### src/rtl/dav_rfd_receiver_pkg.sv
// Shared definitions for the dav_/rfd byte receiver and its producer.
package dav_rfd_receiver_pkg;

   // Byte width of the handshake data path (shared with the producer side).
   localparam int DATA_W = 8;

   // Handshake FSM encoding: R_WAIT = 0 (rfd high), R_ACK = 1 (rfd low).
   typedef enum logic {
      R_WAIT = 1'b0,
      R_ACK  = 1'b1
   } rx_state_e;

endpackage : dav_rfd_receiver_pkg

### src/rtl/dav_rfd_receiver_if.sv
// dav_/rfd producer handshake plus the downstream valid/pop read port.
interface dav_rfd_receiver_if
   import dav_rfd_receiver_pkg::*;
   ();

   logic              dav_;       // producer data-available, active low
   logic [DATA_W-1:0] y;          // producer data, stable while dav_=0
   logic              rfd;        // ready-for-data back to producer
   logic              out_valid;  // FIFO non-empty
   logic [DATA_W-1:0] out_data;   // FIFO head entry
   logic              out_pop;    // consume the head entry

   // Environment side: drives the producer handshake and the pop request.
   modport master (
      output dav_, y, out_pop,
      input  rfd, out_valid, out_data
   );

   // Receiver side.
   modport slave (
      input  dav_, y, out_pop,
      output rfd, out_valid, out_data
   );

endinterface : dav_rfd_receiver_if

### src/rtl/dav_rfd_receiver_byte_fifo.sv
// First-word-fall-through byte FIFO: circular buffer with read/write
// pointers and an occupancy counter. Pushes while full and pops while
// empty are ignored. The head reads 0 whenever the FIFO is empty.
module byte_fifo
   import dav_rfd_receiver_pkg::*;
#(
   parameter int DEPTH = 4
) (
   input  logic                   clock,
   input  logic                   reset,
   input  logic                   push,
   input  logic [DATA_W-1:0]      push_data,
   input  logic                   pop,
   output logic [DATA_W-1:0]      head,
   output logic                   valid,
   output logic                   full,
   output logic [$clog2(DEPTH):0] level
);

   localparam int             AW       = $clog2(DEPTH);
   localparam logic [AW:0]    FULL_CNT = (AW+1)'(DEPTH);

   logic [DATA_W-1:0] mem [DEPTH];
   logic [AW-1:0]     rd_ptr;
   logic [AW-1:0]     wr_ptr;
   logic [AW:0]       count;
   logic              do_push;
   logic              do_pop;

   assign valid   = (count != '0);
   assign full    = (count == FULL_CNT);
   assign level   = count;
   assign do_push = push && !full;
   assign do_pop  = pop && valid;
   assign head    = valid ? mem[rd_ptr] : '0;

   // Storage write at the tail.
   // NOTE: the storage array is deliberately not reset; emptiness is tracked by count and head is masked to 0 when empty.
   always_ff @(posedge clock) begin
      if (do_push) begin
         mem[wr_ptr] <= push_data;
      end
   end

   // Pointer and occupancy bookkeeping; pointers wrap naturally at DEPTH.
   // NOTE: all sequential state uses non-blocking assignments so every register samples pre-edge values.
   always_ff @(posedge clock) begin
      if (reset) begin
         rd_ptr <= '0;
         wr_ptr <= '0;
         count  <= '0;
      end else begin
         if (do_push) wr_ptr <= wr_ptr + 1'b1;
         if (do_pop)  rd_ptr <= rd_ptr + 1'b1;
         case ({do_push, do_pop})
            2'b10:   count <= count + 1'b1;
            2'b01:   count <= count - 1'b1;
            default: count <= count;
         endcase
      end
   end

endmodule : byte_fifo

### src/rtl/dav_rfd_receiver.sv
// Consumer end of the dav_/rfd byte handshake. Captures one byte per dav_
// low phase into a FWFT FIFO, holds rfd high (no capture) while the FIFO
// is full, and keeps a byte count and running maximum.
module dav_rfd_receiver
   import dav_rfd_receiver_pkg::*;
#(
   parameter int DEPTH = 4,
   parameter int CNT_W = 16
) (
   input  logic                   clock,
   input  logic                   reset,
   dav_rfd_receiver_if.slave      bus,
   output logic                   full,
   output logic [$clog2(DEPTH):0] level,
   input  logic                   stat_clr,
   output logic [CNT_W-1:0]       rx_count,
   output logic [DATA_W-1:0]      rx_max
);

   rx_state_e state;
   logic      rfd_q;
   logic      push;

   // Capture only in R_WAIT, on dav_ low, judged against the pre-edge full flag.
   assign push    = (state == R_WAIT) && !bus.dav_ && !full;
   assign bus.rfd = rfd_q;

   byte_fifo #(.DEPTH(DEPTH)) u_fifo (
      .clock     (clock),
      .reset     (reset),
      .push      (push),
      .push_data (bus.y),
      .pop       (bus.out_pop),
      .head      (bus.out_data),
      .valid     (bus.out_valid),
      .full      (full),
      .level     (level)
   );

   // Handshake FSM with registered rfd: one capture per dav_ low phase.
   always_ff @(posedge clock) begin
      if (reset) begin
         state <= R_WAIT;
         rfd_q <= 1'b1;
      end else begin
         case (state)
            R_WAIT: begin
               if (push) begin
                  state <= R_ACK;
                  rfd_q <= 1'b0;
               end
            end
            R_ACK: begin
               if (bus.dav_) begin
                  state <= R_WAIT;
                  rfd_q <= 1'b1;
               end
            end
            default: begin
               state <= R_WAIT;
               rfd_q <= 1'b1;
            end
         endcase
      end
   end

   // Receive statistics; a clear coinciding with a push restarts from that byte.
   always_ff @(posedge clock) begin
      if (reset) begin
         rx_count <= '0;
         rx_max   <= '0;
      end else if (push) begin
         rx_count <= stat_clr ? CNT_W'(1) : rx_count + 1'b1;
         rx_max   <= (stat_clr || (bus.y > rx_max)) ? bus.y : rx_max;
      end else if (stat_clr) begin
         rx_count <= '0;
         rx_max   <= '0;
      end
   end

endmodule : dav_rfd_receiver

### src/flat_wrapper.sv
// flat-port wrapper written by rule: the top's interface ports become plain ports
module dav_rfd_receiver_flat import dav_rfd_receiver_pkg::*;
#(
   parameter int DEPTH = 4,
   parameter int CNT_W = 16
)
  (clock, reset, full, level, stat_clr, rx_count, rx_max, bus_dav_, bus_y, bus_out_pop, bus_rfd, bus_out_valid, bus_out_data);
  dav_rfd_receiver_if bus_i ();
  input  logic clock;
  input  logic reset;
  output logic full;
  output logic [$clog2(DEPTH):0] level;
  input  logic stat_clr;
  output logic [CNT_W-1:0] rx_count;
  output logic [DATA_W-1:0] rx_max;
  input wire logic [$bits(bus_i.dav_)-1:0] bus_dav_;
  input wire logic [$bits(bus_i.y)-1:0] bus_y;
  input wire logic [$bits(bus_i.out_pop)-1:0] bus_out_pop;
  output wire logic [$bits(bus_i.rfd)-1:0] bus_rfd;
  output wire logic [$bits(bus_i.out_valid)-1:0] bus_out_valid;
  output wire logic [$bits(bus_i.out_data)-1:0] bus_out_data;
  assign bus_i.dav_ = bus_dav_;
  assign bus_i.y = bus_y;
  assign bus_i.out_pop = bus_out_pop;
  assign bus_rfd = bus_i.rfd;
  assign bus_out_valid = bus_i.out_valid;
  assign bus_out_data = bus_i.out_data;
  dav_rfd_receiver #(.DEPTH(DEPTH), .CNT_W(CNT_W)) u_core (.clock(clock), .reset(reset), .bus(bus_i), .full(full), .level(level), .stat_clr(stat_clr), .rx_count(rx_count), .rx_max(rx_max));
endmodule
### config.mk
export PLATFORM = sky130hd
export DESIGN_NAME = dav_rfd_receiver_flat
export DESIGN_NICKNAME = d
export VERILOG_FILES = /design/src/rtl/dav_rfd_receiver_pkg.sv /design/src/rtl/dav_rfd_receiver_if.sv /design/src/rtl/dav_rfd_receiver_byte_fifo.sv /design/src/rtl/dav_rfd_receiver.sv /design/src/flat_wrapper.sv
export SDC_FILE = /design/constraint.sdc
export NUM_CORES = 1
export LEC_CHECK = 0
export BUFFER_PORTS_ARGS = -buffer_cell sky130_fd_sc_hd__buf_4
export CAP_MARGIN = 10
export CORE_ASPECT_RATIO = 0.6
export CORE_MARGIN = 3
export CORE_UTILIZATION = 43
export DETAILED_ROUTE_END_ITERATION = 10
export PLACE_DENSITY_LB_ADDON = 0.3
export SLEW_MARGIN = 40
export SYNTH_ARGS = -nofsm -noshare
export SYNTH_HDL_FRONTEND = slang
export SYNTH_SLANG_ARGS = --single-unit
export TNS_END_PERCENT = 50
### constraint.sdc
create_clock -name clock -period 2.2 [get_ports clock]
set_input_delay 0.11 -clock clock [delete_from_list [all_inputs] [get_ports clock]]
set_output_delay 0.11 -clock clock [all_outputs]
set_load 0.005 [all_outputs]
==> impl_metrics.toml <==
[setup_path]
cp-end-kind = "flip-flop"
slowest_stage = "or3b_4"
crit_family = "simple AND/OR/NAND/NOR gates"
critPathMaxFanout = 5
cp.buffers_inverters = 3
crit_chain = "or3b_4 -> inv_4 -> nor3_4 -> inv_4 -> ha_4 -> inv_1 -> fa_2 -> xor2_1 -> or3_1 -> a21oi_1"
cpMostUsedCell = "inv_4"
critical_path_required_ns = 2.45
r2r-start = "u_core.u_fifo.level[2]$_SDFFE_PP0P_"
critPathKind = "flip-flop to flip-flop"
worstSetupStartpoint = "u_core.u_fifo.level[2]$_SDFFE_PP0P_"
start_kind = "flip-flop"
critPathMaxStageDelay_ns = 0.41
critPathArrivalTime_ns = 2.36

[final_layout]
area_growth_pct = 26.8
finalNetCount = 338
num_antenna_cells = 0
stdcell_area_mm2 = 0.00380
drive_gt1_frac = 0.283

[drt]
antenna_left = 0
wl_per_cell_um = 14.9
vias_per_cell = 4.93
drt_iter0_drc = 131
route.vias.total = 1968
drt_first_pass_iters = 4
drc = 0
wirelength_um = 5940

[placement]
portBuffers = 50
post-dp-hpwl_um = 4290
dp_slack_ns = 0.0617
globalplace.congestion = 0.811
placed_area_mm2 = 0.00350

[global_routing]
grt-ovfl-total = 0
grt_util_met2 = 0.219
track_usage = 0.160
grt_pass1_wl_um = 9740
grt.busiest_layer = "met1"
grt_util_met3 = 0.0615
met1_usage = 0.230
antenna_found_initial = 0
grt_pass1_vias = 1939
grt_max_degree = 22

[synthesis]
synthTopCellsByArea = "edfxtp_1 32%, dfxtp_1 23%, mux4_2 6.0%, ha_1 5.8%, xor2_1 3.5%"
yosysTopAreaCell = "edfxtp_1"
synthCells = 251
synth_top_area_share = 0.321
yosysUniqueCellTypes = 35
avgSynthCellArea_um2 = 11.9
synth_seq_cells = 67
seq_area_frac_synth = 0.554
ys.warnings.count = 0
synthesis.nets = 279
syn-cell-area_mm2 = 0.00300

[cts]
clockRootBuffer = "clkbuf_16"
post_cts_buffers = 0
path_clk_slew_ns = 0.05
cts_buffers = 9
clock_latency_ns = 0.33
htree_levels = 3
cts_sinks = 67
cts_tree = "yes"
cts_max_path_buffers = 2

[power_and_ir_drop]
p_leak_nw = 1.48
power_density_mw_per_mm2 = 1030
max-vdd-ir-drop_mv = 0.549
power_w = 0.00391

[floorplan]
initial_utilization = 0.467
core_area_mm2 = 0.00641
die-height_um = 70.7
dieWidth_um = 114
die_area_mm2 = 0.00804
core.rowCount = 22
pin_count = 51

[worst_hold_path]
hold_class = "input port to flip-flop"
hold_path.startpoint = "bus_y[7]"

[timing]
finalSetupViolCount = 0
fin_crit_sh = 0.959
relSlewSlack = 0.640
setup_tns_ns = 0
rsz0062_at_grt = "no"
fin_ws_ns = 0.0901
skew_ns = 0.00437
slew_violations = 0
fmax_mhz = 474
hold_violations = 0
worst_slew_pin_slew_ns = 0.539
min_period_ns = 2.11

[job]
drv_cap = 0

[outcome]
outcome = "complete, no violations"
-- Yosys cell counts --
cell / instances
edfxtp_1: 32
and2_1: 10
ha_1: 14
and3_1: 7
nand2b_1: 8
or3_1: 5
mux2i_1: 9
nand4_1: 6
a211oi_4: 1
nor3_1: 1
inv_4: 2
a21oi_4: 1
mux4_2: 8
o21bai_1: 1
inv_1: 13
xor2_1: 12
nor2b_1: 3
clkbuf_1: 7
nand3_1: 5
o21a_1: 1
nor2_1: 23
fa_1: 1
or3b_1: 1
buf_6: 1
a21oi_1: 10
nor3_4: 1
buf_2: 1
nand2_1: 17
nor2_2: 1
o21ai_0: 4
and4_1: 3
o211ai_1: 1
xnor2_1: 5
dfxtp_1: 35
or2_2: 1
-- worst register-to-register path, cell delays in order, from the launching register on --
cell and delay, ns:
dfxtp_2 0.35, or3b_4 0.41, inv_4 0.08, nor3_4 0.04
inv_4 0.07, ha_4 0.13, inv_1 0.05, fa_2 0.33
xor2_1 0.15, or3_1 0.30, a21oi_1 0.14
-- layer usage --
layer | vias up | wire length, µm
met5 | - | 0
met4 | 0 | 67
met3 | 8 | 417
met2 | 45 | 2430
met1 | 918 | 3020
li1 | 997 | -
-- timing repair --
| item | CTS | global route |
|---|---|---|
| endpoints found under the hold margin | 1 | 0 |
| gates resized for setup | 0 | 1 |
| setup endpoints to repair | 0 | 1 |
| hold buffers | 1 | 0 |
-- flip-flops by register name, summed over array words and instances (netlist names), named ones only --
signal / cells
u_core.u_fifo.level: 3
u_core.rx_count: 16
u_core.rx_max: 8
u_core.u_fifo.rd_ptr: 2
u_core.u_fifo.wr_ptr: 2
u_core.u_fifo.mem: 32
u_core.state: 1
u_core.bus.rfd: 1
-- stage by stage --
step	util	std cells	hold slack [ns]
after floorplan	-	251	0.189
after global placement	0.545	382	0.334
after detailed placement	0.545	382	0.336
after CTS	0.592	399	0.000351
after global routing	0.593	399	0.0124
final	0.593	399	0.00821
-- cell usage in the layout, fill, tap and decap left out, drive strengths merged, types with 2 or more instances in the layout --
cell and instances:
nand2b 8, edfxtp 32, buf 56, a21oi 11
xnor2 5, nand3 5, mux2i 9, nor3 2
nand2 17, nor2b 3, ha 14, clkinv 4
xor2 12, and3 7, nor2 24, and4 3
dfxtp 35, nand4 6, o21ai 4, clkbuf 9
mux4 8, inv 16, and2 10, or3 5
-- final cells by class --
type | instances | area [µm²]
Inverter | 15 | 61.3
Multi-Input combinational cell | 160 | 1250
Clock buffer | 9 | 225
Fill cell | 532 | 2610
Tap cell | 84 | 105
Sequential cell | 67 | 1660
Clock inverter | 7 | 67.6
Timing Repair Buffer | 57 | 430
-- kinds of logic (layout without fill, tap and decap cells) --
family | Yosys count | after routing | share of synthesized area
adder cells (fa/ha/maj) | 15 | 15 | 0.0651
AO/OA/AOI/OAI | 19 | 19 | 0.0430
AND/OR/NAND/NOR | 92 | 92 | 0.163
XOR/XNOR | 17 | 17 | 0.0497
flip-flops | 67 | 67 | 0.554
buffers and inverters | 24 | 88 | 0.0347
multiplexers | 17 | 17 | 0.0902
-- report_power, final --
group,leakage (nW),internal (W),switching (W)
sequential,0.577,0.00143,0.000104
combinational,0.762,0.000565,0.000429
clock,0.141,0.000871,0.000511
-- path summary, 6_finish.rpt --
path	to	slack, ns	cells after the start
max	u_core.u_fifo.level[2]$_SDFFE_PP0P_	0.09	10
min	u_core.u_fifo.mem[1][7]$_DFFE_PP_	0.008	1
max reg2reg	u_core.u_fifo.level[2]$_SDFFE_PP0P_	0.09	10
min reg2reg	u_core.rx_count[1]$_SDFFE_PP0P_	0.49	2
(Power assumes the default switching activity.)
